<file path="config.mk">
export PLATFORM = sky130hd
export DESIGN_NAME = shk_arb
export DESIGN_NICKNAME = d
export VERILOG_FILES = /design/src/rtl/shk_pkg.sv /design/src/rtl/shk_rr_pick.sv /design/src/rtl/shk_arb.sv
export SDC_FILE = /design/constraint.sdc
export NUM_CORES = 1
export LEC_CHECK = 0
export CAP_MARGIN = 10
export CORE_UTILIZATION = 38
export CTS_BUF_LIST = sky130_fd_sc_hd__clkbuf_2 sky130_fd_sc_hd__clkbuf_4 sky130_fd_sc_hd__clkbuf_8
export DETAILED_ROUTE_END_ITERATION = 10
export GPL_ROUTABILITY_DRIVEN = 0
export HOLD_SLACK_MARGIN = 0.05
export PLACE_DENSITY = 0.85
export RECOVER_POWER = 50
export SLEW_MARGIN = 20
export SYNTH_ARGS = -nofsm -noshare
export SYNTH_HDL_FRONTEND = slang
export SYNTH_SLANG_ARGS = --single-unit
export TNS_END_PERCENT = 5
</file>
<file path="constraint.sdc">
create_clock -name i_sys_clk -period 1.8 [get_ports i_sys_clk]
set_clock_uncertainty 0.05 [all_clocks]
set_input_delay 0.27 -clock i_sys_clk [delete_from_list [all_inputs] [get_ports i_sys_clk]]
set_output_delay 0.27 -clock i_sys_clk [all_outputs]
set_load 0.01 [all_outputs]
</file>
<file path="src/rtl/shk_pkg.sv">
// Shared types and constants for the shake bus arbiter.
package shk_pkg;

   localparam int unsigned WD_SHK_SYNC_DEF = 16;
   localparam int unsigned WD_SHK_DLAY_DEF = 15;

   // Wide enough for any sync width; truncated to WD_SHK_SYNC at the use site.
   localparam logic [63:0] SHK_TOUT_SMISO = '1;

   typedef enum logic [1:0] {
      IDLE = 2'd0,
      BUSY = 2'd1,
      RESP = 2'd2
   } shk_state_e;

endpackage

</file>
<file path="src/rtl/shk_rr_pick.sv">
// Combinational round-robin picker: first request at or after last_grant+1, wrapping.
module shk_rr_pick #(
   parameter int unsigned N_PORT = 4
) (
   input  logic [N_PORT-1:0]         req,
   input  logic [$clog2(N_PORT)-1:0] last_grant,
   output logic                      pick_vld,
   output logic [$clog2(N_PORT)-1:0] pick_id
);

   localparam int unsigned WD_ID = $clog2(N_PORT);

   logic [WD_ID-1:0] idx;

   always_comb begin
      pick_vld = 1'b0;
      pick_id  = '0;
      idx      = '0;
      for (int unsigned k = 1; k <= N_PORT; k++) begin
         idx = WD_ID'((32'(last_grant) + k) % N_PORT);
         if (!pick_vld && req[idx]) begin
            pick_vld = 1'b1;
            pick_id  = idx;
         end
      end
   end

endmodule

</file>
<file path="src/rtl/shk_arb.sv">
// N-to-1 round-robin shake arbiter with registered forwarding, response return
// to the winner only, and a BUSY timeout that answers with an error response.
module shk_arb
   import shk_pkg::*;
#(
   parameter int unsigned WD_SHK_SYNC = WD_SHK_SYNC_DEF,
   parameter int unsigned WD_SHK_DLAY = WD_SHK_DLAY_DEF,
   parameter int unsigned N_PORT      = 4,
   parameter int unsigned TOUT_CYC    = 1024
) (
   input  logic                            i_sys_clk,
   input  logic                            i_sys_resetn,
   input  logic [N_PORT-1:0]               s_shk_wvalid,
   input  logic [N_PORT*WD_SHK_SYNC-1:0]   s_shk_smosi,
   input  logic [N_PORT*WD_SHK_DLAY-1:0]   s_shk_dmosi,
   output logic [N_PORT-1:0]               s_shk_wready,
   output logic [WD_SHK_SYNC-1:0]          s_shk_smiso,
   output logic [WD_SHK_DLAY-1:0]          s_shk_dmiso,
   output logic                            m_shk_wvalid,
   output logic [WD_SHK_SYNC-1:0]          m_shk_smosi,
   output logic [WD_SHK_DLAY-1:0]          m_shk_dmosi,
   input  logic                            m_shk_wready,
   input  logic [WD_SHK_SYNC-1:0]          m_shk_smiso,
   input  logic [WD_SHK_DLAY-1:0]          m_shk_dmiso,
   output logic                            o_tout_pulse,
   output logic [$clog2(N_PORT)-1:0]       o_grant_id
);

   localparam int unsigned WD_ID  = $clog2(N_PORT);
   localparam int unsigned WD_CNT = $clog2(TOUT_CYC);
   localparam logic [WD_CNT-1:0] CNT_LAST = WD_CNT'(TOUT_CYC - 1);

   shk_state_e        state, state_nxt;
   logic [WD_ID-1:0]  last_grant;
   logic [WD_CNT-1:0] tout_cnt;
   logic              pick_vld;
   logic [WD_ID-1:0]  pick_id;
   logic              grant_ld, ack_ld, tout_ld;

   shk_rr_pick #(.N_PORT(N_PORT)) u_pick (
      .req        (s_shk_wvalid),
      .last_grant (last_grant),
      .pick_vld   (pick_vld),
      .pick_id    (pick_id)
   );

   always_ff @(posedge i_sys_clk or negedge i_sys_resetn) begin
      if (!i_sys_resetn) state <= IDLE;
      else               state <= state_nxt;
   end

   // A downstream ack on the terminal-count cycle takes precedence over the timeout.
   always_comb begin
      state_nxt = state;
      grant_ld  = 1'b0;
      ack_ld    = 1'b0;
      tout_ld   = 1'b0;
      case (state)
         IDLE: begin
            if (pick_vld) begin
               grant_ld  = 1'b1;
               state_nxt = BUSY;
            end
         end
         BUSY: begin
            if (m_shk_wready) begin
               ack_ld    = 1'b1;
               state_nxt = RESP;
            end else if (tout_cnt == CNT_LAST) begin
               tout_ld   = 1'b1;
               state_nxt = RESP;
            end
         end
         RESP:    state_nxt = IDLE;
         default: state_nxt = IDLE;
      endcase
   end

   always_ff @(posedge i_sys_clk or negedge i_sys_resetn) begin
      if (!i_sys_resetn) begin
         last_grant   <= WD_ID'(N_PORT - 1);
         tout_cnt     <= '0;
         o_grant_id   <= '0;
         m_shk_wvalid <= 1'b0;
         m_shk_smosi  <= '0;
         m_shk_dmosi  <= '0;
         s_shk_wready <= '0;
         s_shk_smiso  <= '0;
         s_shk_dmiso  <= '0;
         o_tout_pulse <= 1'b0;
      end else begin
         s_shk_wready <= '0;
         o_tout_pulse <= 1'b0;
         if (grant_ld) begin
            o_grant_id   <= pick_id;
            m_shk_wvalid <= 1'b1;
            m_shk_smosi  <= s_shk_smosi[pick_id*WD_SHK_SYNC +: WD_SHK_SYNC];
            m_shk_dmosi  <= s_shk_dmosi[pick_id*WD_SHK_DLAY +: WD_SHK_DLAY];
         end
         if (state == BUSY) tout_cnt <= tout_cnt + WD_CNT'(1);
         if (ack_ld || tout_ld) begin
            m_shk_wvalid <= 1'b0;
            s_shk_wready <= N_PORT'(1) << o_grant_id;
            o_tout_pulse <= tout_ld;
            s_shk_smiso  <= ack_ld ? m_shk_smiso : WD_SHK_SYNC'(SHK_TOUT_SMISO);
            s_shk_dmiso  <= ack_ld ? m_shk_dmiso : '0;
         end
         if (state == RESP) begin
            last_grant <= o_grant_id;
            tout_cnt   <= '0;
         end
      end
   end

endmodule

</file>
Word-level counts from Yosys, hierarchy flattened
Cells that the tools add are included.
{"block": "totals", "regBits": 84}
{"block": "op_classes", "addsub": 5, "n_mul": 1, "n_lt_le_gt_ge": 4, "n_eq_ne": 5, "shifts": 3, "mux": 35, "reduce_logical": 11}
{"cell": "$shiftx A64 B7 Y16", "count": 1}
{"cell": "$shiftx A60 B7 Y15", "count": 1}
{"cell": "$mux W10", "count": 2}
{"cell": "$mux W1", "count": 18}
{"cell": "$mux W16", "count": 1}
{"cell": "$mux W15", "count": 1}
{"cell": "$mux W2", "count": 7}
{"cell": "$lt A2 B3 Y1 const B", "count": 4}
{"cell": "$add A10 B1 Y10 const B", "count": 1}
{"cell": "$eq A10 B10 Y1 const B", "count": 1}
{"cell": "$bmux W1 S2", "count": 4}
{"cell": "$mul A2 B4 Y6 const B", "count": 1}
{"cell": "$add A2 B1 Y2 const B", "count": 2}
{"cell": "$add A2 B2 Y2 const B", "count": 2}
{"cell": "$mux W4", "count": 1}
{"cell": "$pmux W2 S2", "count": 1}
{"cell": "$reduce_bool A2 Y1", "count": 2}
{"cell": "$shl A1 B2 Y4 const A", "count": 1}
{"cell": "$logic_and A1 B1 Y1", "count": 3}
{"cell": "$logic_not A1 Y1", "count": 3}
{"cell": "$ne A3 B3 Y1 const B", "count": 1}
{"cell": "$eq A2 B1 Y1 const B", "count": 1}
{"cell": "$eq A2 B2 Y1 const B", "count": 1}
{"cell": "$logic_not A2 Y1", "count": 1}
{"cell": "3 further kinds", "count": 3}

Logic depth before layout (Yosys ltp)
Gate-level depths: netlist of run 1.
{"block": "logic_depth", "word_depth": 17, "ltp_mapped": 8, "ltp_nobuf": 7}

By module
From an unflattened synthesis of run 1, not the netlist that was laid out.
{"block": "hier_totals", "hier_cells": 284, "area_unflattened_um2": 4164.0}
{"module": "shk_arb", "n_inst": 1, "cells_per_inst": 270, "area_each_um2": 4072.7, "seq_area_each_um2": 2104.5}
{"module": "shk_rr_pick", "n_inst": 1, "cells_per_inst": 14, "area_each_um2": 91.3, "seq_area_each_um2": 0.0}

Worst setup path after synthesis of run 1
No wires, ideal clock.
{"block": "synth_path", "path_type": "reg2reg", "from": "reg last_grant[1]", "to": "reg m_shk_dmosi[10]", "setup_ns": 0.127, "arrival_ns": 1.745, "required_time_ns": 1.623, "path_slack_ns": -0.122, "stages_incl_launch_ff": 7, "path_buffers": 1, "synth_period_minus_slack_ns": 1.922, "cell_sequence": "dfstp_2 > mux2_2 > a22oi_4 > nand2_4 > buf_4 > a211oi_1 > nor3_2"}
{"block": "synth_via", "elab_chain_len": 15, "elab_cells_between_ends": 30, "classes_between": "4 x add/sub; 1 x mul; 1 x shift; 18 x mux; 6 x reduce/logical"}
{"item": "start, declared", "line": "shk_arb.sv:34", "source": "logic [WD_ID-1:0] last_grant;"}
{"item": "start signal, assigned", "line": "shk_arb.sv:81", "source": "last_grant <= WD_ID'(N_PORT - 1);"}
{"item": "start signal, assigned", "line": "shk_arb.sv:109", "source": "last_grant <= o_grant_id;"}
{"item": "$add A2 B1 Y2", "line": "shk_rr_pick.sv:20", "source": "idx = WD_ID'((32'(last_grant) + k) % N_PORT);"}
{"item": "$bmux W1 S2", "line": "shk_rr_pick.sv:21", "source": "if (!pick_vld && req[idx]) begin"}
{"item": "$mux W1 (implied by the code)", "line": "shk_rr_pick.sv:21"}
{"item": "$mux W1", "line": "shk_rr_pick.sv:21"}
{"item": "$logic_not A1 Y1", "line": "shk_rr_pick.sv:21"}
{"item": "$logic_and A1 B1 Y1", "line": "shk_rr_pick.sv:21"}
{"item": "$mux W1", "line": "shk_rr_pick.sv:21"}
{"item": "$logic_not A1 Y1", "line": "shk_rr_pick.sv:21"}
{"item": "$logic_and A1 B1 Y1", "line": "shk_rr_pick.sv:21"}
{"item": "$mux W1", "line": "shk_rr_pick.sv:21"}
{"item": "$logic_not A1 Y1", "line": "shk_rr_pick.sv:21"}
{"item": "$logic_and A1 B1 Y1", "line": "shk_rr_pick.sv:21"}
{"item": "$mux W2 or $mux W1 (tied branches)", "line": "shk_rr_pick.sv:21"}
{"item": "$mul A2 B4 Y6 or $mux W1 (tied branches)", "line": "shk_arb.sv:98, shk_arb.sv:60"}
{"item": "$shiftx A60 B7 Y15 or $mux W1 (tied branches)", "line": "shk_arb.sv:98, shk_arb.sv:58"}
{"item": "end signal, assigned", "line": "shk_arb.sv:98", "source": "m_shk_dmosi <= s_shk_dmosi[pick_id*WD_SHK_DLAY +: WD_SHK_DLAY];"}
{"item": "end, declared", "line": "shk_arb.sv:21", "source": "output logic [WD_SHK_DLAY-1:0] m_shk_dmosi,"}
Parallel ways exist; a longest one is shown, timed or not. The select of a mux whose other input is x is not followed.
A chain may end at the register's enable or synchronous reset.

Worst setup path in the final report of run 1
{"block": "layout_path", "from": "reg last_grant[1]", "to": "reg m_shk_smosi[14]"}
{"block": "layout_via", "elab_chain_len": 15, "elab_cells_between_ends": 29, "classes_between": "4 x add/sub; 1 x shift; 18 x mux; 6 x reduce/logical"}
{"item": "branches (longest 15 deep; another with $add A2 B1 Y2)"}
{"item": "end signal, assigned", "line": "shk_arb.sv:97", "source": "m_shk_smosi <= s_shk_smosi[pick_id*WD_SHK_SYNC +: WD_SHK_SYNC];"}
{"item": "end, declared", "line": "shk_arb.sv:20", "source": "output logic [WD_SHK_SYNC-1:0] m_shk_smosi,"}
Several ways; the timed one is not identified. The select of a mux whose other input is x is not followed.

==> flow_metrics.env, run 1 <==
export IMPL_core_rowCount=40
export IMPL_worstMarginPinSlew_ns=0.702
export IMPL_combinationalPowerShare_pct=60.9
export IMPL_drtAntennaViolNets=0
export IMPL_fin_area_um2=8000
export IMPL_layout_area_seq_um2=2110
export IMPL_power_internal_uw=7470
export IMPL_highest_layer="met4"
export IMPL_clockRootBuffer="clkbuf_8"
export IMPL_synth_top_cell_area_share_pct=44.0
export IMPL_drive_gt1_share_pct=25.2
export IMPL_power_density_nw_per_um2=1530
export IMPL_worstPathArrival_ns=2.18
export IMPL_yosys_warnings=0
export IMPL_max_cap_viol_count=0
export IMPL_synth_largest_area_cell="dfrtp_1"
export IMPL_syn_area_um2=4660
export IMPL_hold_viol=0
export IMPL_ys_seq_elements=84
export IMPL_netlist_instances=454
export IMPL_initial_core_util_pct=39.0
export IMPL_num_fill_cells=841
export IMPL_finalMaxSlewViolations=0
export IMPL_async_flop_share_pct=100
export IMPL_postLayoutSetupSlackWorst_ns=-0.183
export IMPL_route_vias_total=4728
export IMPL_final_setup_viol_count=31
export IMPL_wl_met1_mm=6.25
export IMPL_fin_crit_sh_pct=110
export IMPL_synth_distinct_cells=50
export IMPL_seq_area_frac_synth_pct=45.2
export IMPL_n_antenna_cell=0
export IMPL_criticalPathCategory="reg -> reg"
export IMPL_layout_commonest_cell="clkdlybuf4s50_1"
export IMPL_crit_fanout=6
export IMPL_clkLatencyLatePin_ns=0.35
export IMPL_clockPowerShare_pct=12.1
export IMPL_grt_pass1_vias=4916
export IMPL_holdCritPathClass="in -> reg"
export IMPL_violations="setup timing"
export IMPL_grt_max_degree=55
export IMPL_crit_required_ns=2.00
export IMPL_avgSynthCellArea_um2=10.3
export IMPL_cts_made_buffers=9
export IMPL_clk_pin_slew_ns=0.09
export IMPL_worstSetupEndpointType="register"
export IMPL_synth_main_ff_cell="dfrtp_1"
export IMPL_pin_count=232
export IMPL_multi_input_area_um2=2610
export IMPL_most_common_layout_cells="clkdlybuf4s50_1 (228), dfrtp_1 (81), and3_1 (57)"
export IMPL_wl_met3_mm=1.13
export IMPL_via_per_inst=5.49
export IMPL_synth_edf_count=0
export IMPL_seq_power_share_pct=27.0
export IMPL_wl_per_cell_um=18.0
export IMPL_rsz0062_at_grt="true"
export IMPL_die_area_um2=12700
export IMPL_synth_nets=620
export IMPL_cts_tree="yes"
export IMPL_dpl_hpwl_mm=10.8
export IMPL_critical_path_max_stage_delay_ns=0.55
export IMPL_met2_length_mm=7.54
export IMPL_p_sw_share_pct=38.9
export IMPL_die_w_um=113
export IMPL_fin_crit_ns=1.98
export IMPL_max_clock_freq_ghz=0.504
export IMPL_drtIter0Drc=315
export IMPL_placed_area_um2=7450
export IMPL_drc=0
export IMPL_numPortBuffers=231
export IMPL_start_kind="register"
export IMPL_status="finished, violations left"
export IMPL_leakage_uw=0.00329
export IMPL_first_pass_iters=4
export IMPL_yosys_top_cells_area="dfrtp_1 (44%), a211oi_2 (9.9%), and3_1 (8.5%)"
export IMPL_syn2layout_area_growth_pct=71.8
export IMPL_core_area_um2=12000
export IMPL_cts_sinks=84
export IMPL_grt_use_total_pct=23.6
export IMPL_slowest_stage="dfstp_2"
export IMPL_nets=875
export IMPL_drt_wl_total_mm=15.5
export IMPL_p_switching_uw=4750
export IMPL_crit_chain="mux2_4 > a22oi_4 > nand2_4 > buf_12 > buf_8 > a211oi_4 > nor3_2"
export IMPL_cts_htree_levels=3
export IMPL_relSlewSlack_pct=53.2
export IMPL_ir_worst_vdd_v=0.000668
export IMPL_grt_ovfl_total=0
export IMPL_die_h_um=113
export IMPL_tns_ns=-3.63
export IMPL_grt_pass1_wl_mm=23.7
export IMPL_cts_buffer_depth=2
export IMPL_antenna_found_initial=0
==> cell families (layout without fill, tap and decap cells) <==
family / count (synthesis) / in the layout / share of synthesized area (%)
XOR/XNOR: 2 / 2 / 0.376
buffers and inverters: 43 / 303 / 4.38
AO/OA/AOI/OAI: 115 / 115 / 22.6
adder cells (fa/ha/maj): 4 / 4 / 1.07
multiplexers: 3 / 3 / 0.698
AND/OR/NAND/NOR: 203 / 203 / 25.7
flip-flops: 84 / 84 / 45.2
==> layout make-up <==
class / count / area share (%)
clock buffers: 9 / 1.55
clock inverters: 7 / 1.14
inverters: 7 / 0.328
multi-input cells: 327 / 32.6
flip-flops and latches: 84 / 26.3
well taps: 147 / 2.30
repair buffers: 280 / 35.8
==> routing by layer <==
| metal | GRT usage (%) | vias up |
|---|---|---|
| li1 | - | 2179 |
| met1 | 27.3 | 2275 |
| met2 | 40.9 | 232 |
| met3 | 5.25 | 42 |
| met4 | 12.8 | 0 |
| met5 | 0 | - |
==> cell usage after synthesis (all sizes together), types with 4 or more instances <==
library cell / n
and3: 63
clkbuf: 15
dfrtp: 82
a22o: 18
o21ai: 11
ha: 4
o22a: 5
nand3: 16
nand2: 33
buf: 21
a21oi: 7
nor3: 35
inv: 7
a211oi: 62
nor2: 42
==> worst max-delay path, delay by kind of cell, from the launching register on <==
kind	cells	cell delay, ns
multiplexers	1	0.31
flip-flops	1	0.55
buffers and inverters	2	0.29
AO/OA/AOI/OAI	2	0.46
AND/OR/NAND/NOR	2	0.20
==> power groups by stage <==
stage / clock network (µW) / logic, µW / registers (µW)
after global routing: 1580 / 7960 / 3390
after floorplan: 0 / 3480 / 3610
after global placement: 0 / 6490 / 3310
after CTS: 1510 / 7140 / 3300
final: 1480 / 7440 / 3300
after detailed placement: 0 / 6730 / 3320
==> state kept, by name (all words and copies together), names as in the netlist <==
register      count
m_shk_smosi      16
tout_cnt         10
o_tout_pulse      1
m_shk_dmosi      15
s_shk_wready      4
s_shk_dmiso      15
m_shk_wvalid      1
s_shk_smiso      16
state             2
last_grant        2
o_grant_id        2
==> stage by stage <==
stage                     utilization [%]  instances  setup slack [ns]  total power [µW]  hold WS [ns]
after global placement               62.2        830            -0.429              9800         0.159
after detailed placement             62.2        830            -0.506             10000         0.167
final                                66.9        861            -0.183             12200         0.429
after CTS                            65.7        858            -0.113             11900         0.321
after floorplan                         -        454           -0.0839              7090       -0.0756
after global routing                 66.9        861            -0.230             12900         0.439
==> worst paths after layout <==
| check | startpoint | endpoint | slack [ns] | cells after the start |
|---|---|---|---|---|
| worst max-delay path | last_grant[1]$_DFFE_PN1P_ | m_shk_smosi[14]$_DFFE_PN0P_ | -0.18 | 7 |
| worst min-delay path | m_shk_smiso[14] | s_shk_smiso[14]$_DFFE_PN0P_ | 0.43 | 3 |
| worst max register to register | last_grant[1]$_DFFE_PN1P_ | m_shk_smosi[14]$_DFFE_PN0P_ | -0.18 | 7 |
| worst min register to register | s_shk_smiso[8]$_DFFE_PN0P_ | s_shk_smiso[8]$_DFFE_PN0P_ | 0.45 | 2 |
| max in group asynchronous | i_sys_resetn | o_grant_id[0]$_DFFE_PN0P_ | 0.19 | 3 |
| min in group asynchronous | i_sys_resetn | m_shk_dmosi[0]$_DFFE_PN0P_ | 0.45 | 2 |
==> timing repair <==
item / 4_1_cts / 5_1_grt
setup endpoints to repair: 31 / 56
pin swaps: 8 / 9
hold endpoints to repair: 24 / 0
resized for setup: 17 / 23
hold buffers: 1 / 0
buffers inserted: 9 / 4
gates cloned: 2 / 1
(Power assumes the default switching activity.)
==> inputs of run 2 (changes only) <==
CORE_MARGIN = 3   (was not set)
CORE_UTILIZATION = 45   (was 38)
PLACE_DENSITY = 0.94   (was 0.85)
clock period = 2.6 ns   (was 1.8 ns; I/O delays follow)
==> flow_metrics.env, run 2 (same netlist as run 1, synthesis figures left out) <==
export IMPL_cts_made_buffers=9
export IMPL_drtAntennaViolNets=0
export IMPL_path_buf_inv=2
export IMPL_cts_htree_levels=3
export IMPL_status="complete, no violations"
export IMPL_power_internal_uw=4580
export IMPL_fin_crit_ns=2.17
export IMPL_fin_area_um2=7330
export IMPL_largestRegisters="m_shk_smosi x16, s_shk_smiso x16"
export IMPL_nets=840
export IMPL_clk_pin_slew_ns=0.09
export IMPL_cts_repair_resized=0
export IMPL_drive_gt1_share_pct=15.6
export IMPL_clockRootBuffer="clkbuf_8"
export IMPL_p_sw_share_pct=40.0
export IMPL_crit_required_ns=2.81
export IMPL_grt_ovfl_total=0
export IMPL_finalNonFillerCells=812
export IMPL_leakage_uw=0.00305
export IMPL_crit_fanout=31
export IMPL_cts_sinks=84
export IMPL_syn2layout_area_growth_pct=57.3
export IMPL_holdCritPathClass="in -> async"
export IMPL_die_w_um=108
export IMPL_drc=0
export IMPL_hold_ws_ns=0.384
export IMPL_core_area_um2=9910
export IMPL_crit_start="s_shk_wvalid[3]"
export IMPL_layout_commonest_cell="clkdlybuf4s50_1"
export IMPL_cts_tree="yes"
export IMPL_criticalPathCategory="in -> reg"
export IMPL_worstMarginPinSlew_ns=1.11
export IMPL_final_setup_viol_count=0
export IMPL_initial_core_util_pct=47.0
export IMPL_finalMaxSlewViolations=0
export IMPL_drt_wl_total_mm=14.8
export IMPL_slowest_stage="nor4_1"
export IMPL_power_density_nw_per_um2=1040
export IMPL_first_pass_iters=4
export IMPL_pin_count=232
export IMPL_n_antenna_cell=0
export IMPL_ir_worst_vdd_v=0.000486
export IMPL_worstPathArrival_ns=2.38
export IMPL_via_per_inst=5.60
export IMPL_fin_crit_sh_pct=83.5
export IMPL_p_switching_uw=3050
export IMPL_cp_top_family="simple AND/OR/NAND/NOR gates"
export IMPL_cts_buffer_depth=2
export IMPL_clkLatencyLatePin_ns=0.35
export IMPL_die_h_um=108
export IMPL_dpl_hpwl_mm=11.1
export IMPL_core_rowCount=36
export IMPL_hold_viol=0
export IMPL_relSlewSlack_pct=26.2
export IMPL_hold_buffers=1
export IMPL_crit_chain="clkdlybuf4s50_1 > nor4_1 > nor2_2 > nand4_1 > buf_12 > a211oi_1 > nor3_2"
export IMPL_tns_ns=0
export IMPL_wl_per_cell_um=18.3
export IMPL_combinationalPowerShare_pct=55.7
export IMPL_placed_area_um2=7110
export IMPL_power_uw=7630
export IMPL_die_area_um2=11600
export IMPL_grt_pass1_vias=4749
export IMPL_post_place_cells=795
export IMPL_route_vias_total=4546
export IMPL_post_cts_buffers=0
export IMPL_most_common_layout_cells="clkdlybuf4s50_1 (202), dfrtp_1 (82), and3_1 (63)"
export IMPL_numPortBuffers=231
export IMPL_drtIter0Drc=217
export IMPL_grt_use_total_pct=25.1
export IMPL_clockPowerShare_pct=14.0
export IMPL_antenna_found_initial=0
export IMPL_worstSetupEndpointType="register"
export IMPL_seq_power_share_pct=30.3
export IMPL_r2r_start="last_grant[1]$_DFFE_PN1P_"
export IMPL_grt_pass1_wl_mm=23.3
export IMPL_critical_path_max_stage_delay_ns=0.73
export IMPL_max_clock_freq_ghz=0.461
export IMPL_num_fill_cells=675
export IMPL_grt_max_degree=81
export IMPL_max_cap_viol_count=0
export IMPL_rsz0062_at_grt="false"
export IMPL_start_kind="input pin"
[run 2: cell count changes in the layout (fill, tap and decap cells not counted), sizes merged, moves of 2 or more]
cell           change
inv                +3
dlygate4sd3       +28
clkinv             -3
dlygate4sd2        -2
buf               -32
clkdlybuf4s50     -26
clkbuf             -2
[run 2: worst paths after layout]
path | endpoint | depth (start not counted) | slack (ns)
setup / recovery | m_shk_smosi[7]$_DFFE_PN0P_ | 7 | 0.43
hold / removal | s_shk_smiso[13]$_DFFE_PN0P_ | 2 | 0.38
setup reg to reg | m_shk_smosi[7]$_DFFE_PN0P_ | 6 | 0.43
hold reg to reg | s_shk_smiso[1]$_DFFE_PN0P_ | 1 | 0.46
max in group asynchronous | m_shk_smosi[9]$_DFFE_PN0P_ | 3 | 0.71
min in group i_sys_clk | s_shk_smiso[1]$_DFFE_PN0P_ | 1 | 0.46
[run 2: power by group through the flow]
stage / sequential [µW] / clock [µW] / combinational, µW
2_1_floorplan: 2500 / 0 / 2220
3_3_place_gp: 2290 / 0 / 4160
3_5_place_dp: 2330 / 0 / 4340
4_1_cts: 2320 / 1090 / 4350
5_1_grt: 2370 / 1130 / 4610
6_report: 2310 / 1070 / 4250
[run 2: area by class of cell]
type	count	area (µm²)	area share, %
Multi-Input combinational cell	327	2350	32.1
Inverter	7	26.3	0.358
Timing Repair Buffer	245	2450	33.4
Sequential cell	84	2100	28.7
Clock inverter	7	105	1.43
Clock buffer	9	124	1.69
Tap cell	133	166	2.27
[run 2: layer usage]
layer,track usage [%],up-vias,routed length [µm]
li1,-,2121,-
met4,7.84,0,358
met2,45.1,190,7710
met5,0,-,0
met3,6.24,33,1020
met1,29.3,2202,5740
[run 2: per-stage QoR]
step | utilization, % | setup WS [ns]
floorplan | - | 0.678
global placement | 71.8 | 0.204
detailed placement | 71.8 | 0.0895
CTS | 74.2 | 0.441
global route | 74.0 | 0.246
finish | 74.0 | 0.430
==> RTL change 1: new RTL, config.mk and constraints of run 1 <==
Re-encode `shk_state_e` (3 states) as one-hot, 3 bits wide.
--- a/src/rtl/shk_pkg.sv
+++ b/src/rtl/shk_pkg.sv
@@ -7,10 +7,10 @@
    // Wide enough for any sync width; truncated to WD_SHK_SYNC at the use site.
    localparam logic [63:0] SHK_TOUT_SMISO = '1;
 
-   typedef enum logic [1:0] {
-      IDLE = 2'd0,
-      BUSY = 2'd1,
-      RESP = 2'd2
+   typedef enum logic [2:0] {
+      IDLE = 3'b001,
+      BUSY = 3'b010,
+      RESP = 3'b100
    } shk_state_e;
 
 endpackage
Formal check against the unedited RTL: no difference found for any inputs over 10 cycles, from zero or initial values and one cycle with i_sys_resetn low; not proved beyond that.
==> RTL change 1 against run 1 <==
- sequential cell count up 1
- wire length up 2.1%
- clock power is 11% lower
- setup slack better by 0.090 ns
- cell count shrank 0.23%
- highest routed layer unchanged
- count of clock-buffer cells in the layout rose by 1
- synthesized cell count fell by 3.3%
- critical path type unchanged
- critical endpoint is now m_shk_dmosi[2]
- final area shrank 2.0%
- sequential share of layout area up 0.88 points
- core utilization fell by 1.9 points
- the run still ends with negative setup slack left
- area after synthesis up 0.99%
- power fell by 11%
==> RTL change 1: results (changes against run 1) <==
[cells_and_area]
seq_share_pct = 27.19  ; +0.88 points
multi_input_gates = 312  ; -4.6%
n_all_buffers = 275  ; -1.8%
nets = 849  ; -3.0%
multi_input_area_sq_um = 2495  ; -4.3%
drive_above_1_share_pct = 19.39  ; -5.8 points
final_core_util_pct = 65.01  ; -1.9 points
area_delta_synth_final_pct = 66.63
num-nonclk-inverters = 3  ; -4
clkbuf_count = 10  ; +1
fillers = 957  ; +14%
stdcell_count = 859  ; -0.23%
clockNetworkAreaShare_pct = 2.425  ; -0.26 points
buffer_area_share_pct = 35.74  ; -0.061 points

[critical_path]
cpPeakStageDelay_ns = 0.58  ; +0.03 ns
worst-endpoint-arrival_ns = 2.08  ; -0.10 ns

[grt]
grt_use_total_pct = 23.32  ; -0.31 points
gr-usage-met1_pct = 27.07  ; -0.21 points
grt_pass1_vias = 4711  ; -4.2%
grt_use_met2_pct = 41.51  ; +0.61 points
grt_max_degree = 32  ; -42%
grt_first_pass_wirelength_um = 23240  ; -1.9%

[synth]
synth_fa_ha_area_share_pct = 0.2659  ; -0.81 points
synth.mux.area_fraction_pct = 7.312  ; +6.6 points
synth_top_family_by_area = compound AO/OA/AOI/OAI gates
syn-instance-count = 439  ; -3.3%
ys_top_cells_by_count = dfrtp_1 (82), nand2_1 (58), and4_1 (32)
ys_seq_area_share_pct = 45.28  ; +0.11 points
synthXorXnorAreaFrac_pct = 1.117  ; +0.74 points
synth_cell_types = 46  ; -8.0%

[detailed_routing]
met1_length_um = 6503  ; +4.0%
wl_per_cell_um = 18.39  ; +2.3%
drt-initial-drc-count = 198  ; -37%
route.met2.wl_um = 8057  ; +6.9%

[placement]
placed_cell_area_sq_um = 7378  ; -0.91%
pre_cts_ws_ns = -0.4868  ; +0.01934 ns
dp.cells = 832  ; +0.24%
dp_hpwl_um = 11310  ; +4.7%

[timing]
setup_ws_ns = -0.09262  ; +0.09030 ns
finalSetupViolCount = 29  ; -6.5%
relSlewSlack_pct = 49.92  ; -3.3 points
tns_ns = -0.9813  ; +2.647 ns
fin_hold_ws_ns = 0.3840  ; -0.04510 ns

[run_status]
run_status = finished, violations left
violations = negative setup slack

[cts]
insertion_delay_ns = 0.37  ; +0.02 ns
clkSinkCount = 85  ; +1.2%

[power]
peakVddDrop_uv = 543.7  ; -19%
p_leak_nw = 3.287  ; -0.16%

==> RTL change 1: power breakdown <==
part | internal (W) | switching [W]
Sequential | 0.00274 | 0.000533
Combinational | 0.00350 | 0.00284
Clock | 0.000566 | 0.000751
==> RTL change 1: repair_timing <==
item | CTS | global route
setup endpoints to repair | 56 | 67
hold buffers | 1 | 0
cloned | 0 | 4
pin swaps | 0 | 3
gates resized for setup | 2 | 35
hold endpoints to repair | 25 | 0
buffers inserted | 0 | 6
==> RTL change 1: final timing paths <==
| path | start | to | cells after the start |
|---|---|---|---|
| max in group asynchronous | i_sys_resetn | o_grant_id[0] | 3 |
| min reg2reg | s_shk_smiso[15] | s_shk_smiso[15] | 2 |
| min in group asynchronous | i_sys_resetn | s_shk_smiso[8] | 2 |
| min | s_shk_wvalid[1] | state[0] | 3 |
| max | last_grant[0] | m_shk_dmosi[2] | 7 |
| max reg2reg | last_grant[0] | m_shk_dmosi[2] | 7 |
==> RTL change 2: new RTL, flow settings as in run 1 <==
Made on the original files. `WD_SHK_DLAY_DEF`: 15 -> 30.
--- a/src/rtl/shk_pkg.sv
+++ b/src/rtl/shk_pkg.sv
@@ -2,7 +2,7 @@
 package shk_pkg;
 
    localparam int unsigned WD_SHK_SYNC_DEF = 16;
-   localparam int unsigned WD_SHK_DLAY_DEF = 15;
+   localparam int unsigned WD_SHK_DLAY_DEF = 30;
 
    // Wide enough for any sync width; truncated to WD_SHK_SYNC at the use site.
    localparam logic [63:0] SHK_TOUT_SMISO = '1;
Interface: changed (resized m_shk_dmiso, m_shk_dmosi, s_shk_dmiso and s_shk_dmosi); port bits go from 232 to 337. The function was not compared with the original's and may differ.
==> RTL change 2 against run 1 <==
- the run still ends with negative setup slack left
- area after synthesis rose by 21%
- sequential share of layout area rose by 1.4 points
- power rose by 32%
- critical path depth rose by 1
- maximum frequency fell by 1.2%
- synthesized cell count rose by 6.8%
- final area rose by 29%
- sequential cell count rose by 30
- setup slack got worse by 0.024 ns
- combinational power rose by 23%
- wire length rose by 38%
- count of clock-buffer cells in the layout rose by 10
- critical path type unchanged
- critical endpoint is now m_shk_dmosi[8]
- largest cell class unchanged
- largest power group unchanged
==> RTL change 2: results (changes against run 1) <==
[cts]
numCtsBuffers = 17  ; +8
htreeDepth = 4  ; +1
clk_path_buf_depth = 2  ; unchanged
clk_pin_slew_ns = 0.07  ; -0.02 ns
insertion_delay_ns = 0.44  ; +0.09 ns
root_buffer = clkbuf_8

[detailed_routing]
firstDrtPassIters = 4  ; unchanged
drt-initial-drc-count = 370  ; +17%
wl_um = 21280  ; +38%
viasPerCell = 5.356  ; -2.5%

[timing]
relSlewSlack_pct = 52.53  ; -0.64 points
finalSetupViolCount = 58  ; +87%
setup_ws_ns = -0.2072  ; -0.02424 ns

[cells_and_area]
drive_above_1_share_pct = 15.11  ; -10 points
stdcell_count = 1064  ; +24%
top_regs = m_shk_dmosi (30), s_shk_dmiso (30)
antenna_cells = 0  ; unchanged
nets = 1109  ; +27%

[critical_path]
worst-endpoint-arrival_ns = 2.26  ; +0.08 ns
cp_top_family = flip-flops
crit_fanout = 8  ; +2

[synth]
synth.area.top_cells = dfrtp_1 (50%), mux2i_1 (16%), o221ai_1 (7.3%)
synth_cell_types = 41  ; -18%
synth_edf_count = 0  ; unchanged
ys_top_cells_by_count = dfrtp_1 (112), mux2i_1 (93), nand2_1 (68)
yosysWarnings = 0  ; unchanged
ys_seq_area_share_pct = 50.59  ; +5.4 points
syn-instance-count = 485  ; +6.8%
synthFlopType = dfrtp_1
syn-num-nets = 726  ; +17%

[power]
switching_share_pct = 36.47  ; -2.4 points
peakVddDrop_uv = 1234  ; +85%
p_leak_nw = 4.427  ; +34%

[run_status]
violations = negative setup slack
run_status = finished, violations left

[hold_path]
hp-class = in2reg

[placement]
port_buffers = 336  ; +45%
dp.cells = 1021  ; +23%
pre_cts_ws_ns = -0.4791  ; +0.02702 ns
dp_hpwl_um = 14710  ; +36%

[grt]
grt_pass1_vias = 5692  ; +16%
grt_use_total_pct = 25.94  ; +2.3 points
grt_max_degree = 42  ; -24%
antenna_found_initial = 0  ; unchanged
grt_first_pass_wirelength_um = 29420  ; +24%

RTL change 2: cell types whose count changed in the layout (fill, tap and decap cells not counted), moves of 29 or more:
cell             before  now
a211oi_2             53    0
and3_1               57    2
clkdlybuf4s50_1     228  328
dfrtp_1              81  112
mux2i_1               1   76
nand2_1              32   66
nor2_1               41   12
nor3_2               31    0
o221ai_1              0   38
RTL change 2: final cells by class:
cell class | count | area, sq um
Multi-Input combinational cell | 329 | 2673
Tap cell | 184 | 230.2
Timing Repair Buffer | 399 | 4093
Fill cell | 1062 | 4238
Inverter | 7 | 26.28
Clock inverter | 12 | 157.7
Sequential cell | 114 | 2855
Clock buffer | 19 | 261.5
RTL change 2: what timing repair did:
item	CTS	global route
pin swaps	10	9
gates resized for setup	15	42
endpoints found under the setup margin	52	48
setup buffers	2	4
cloned	1	5
hold endpoints to repair	46	0
hold buffers	1	0
RTL change 2: path summary, 6_finish.rpt:
kind | from | to | slack (ns) | cells past startpoint
worst min-delay path | m_shk_smiso[7] | s_shk_smiso[7] | 0.35 | 3
min in group asynchronous | i_sys_resetn | m_shk_dmosi[25] | 0.37 | 2
worst max-delay path | last_grant[0] | m_shk_dmosi[8] | -0.21 | 8
worst min register to register | m_shk_dmosi[3] | m_shk_dmosi[3] | 0.43 | 2
worst max register to register | last_grant[0] | m_shk_dmosi[8] | -0.21 | 8
max in group asynchronous | i_sys_resetn | m_shk_smosi[9] | 0.19 | 3
RTL change 2: per-layer routing:
metal,GRT usage [%],vias to the layer above,wire length (um)
met3,8.791,53,1869
met1,27.50,2789,7603
met5,0,-,0
li1,-,2593,-
met2,45.45,264,11050
met4,13.48,0,759
RTL change 2: logic make-up after synthesis:
logic type      after synthesis  synth area share [%]
compound gates              116                 16.71
xor+xnor                      2                0.3104
fa+ha+maj                     4                0.8868
buf+inv                      42                 5.608
flops                       114                 50.59
mux                          94                 16.69
simple gates                113                 9.200
RTL change 2: metrics by stage:
step / utilization, % / power (W) / area, sq um / hold slack, ns / TNS (ns)
after detailed placement: 65.27 / 0.01281 / 9487 / 0.1765 / -18.96
after floorplan: - / 0.008663 / 5644 / -0.07559 / 0
final: 70.84 / 0.01619 / 10300 / 0.3500 / -6.178
after global placement: 65.27 / 0.01259 / 9487 / 0.1717 / -15.44
after global routing: 70.84 / 0.01715 / 10300 / 0.3302 / -13.34
after CTS: 68.91 / 0.01563 / 10020 / 0.2422 / -4.802
RTL change 2: power by group through the flow:
stage | Sequential [W] | Combinational [W] | Clock (W)
6_report | 0.00447 | 0.00917 | 0.00255
5_1_grt | 0.00461 | 0.00981 | 0.00274
4_1_cts | 0.00445 | 0.00856 | 0.00262
3_5_place_dp | 0.00447 | 0.00834 | 0
3_3_place_gp | 0.00446 | 0.00813 | 0
2_1_floorplan | 0.00490 | 0.00376 | 0
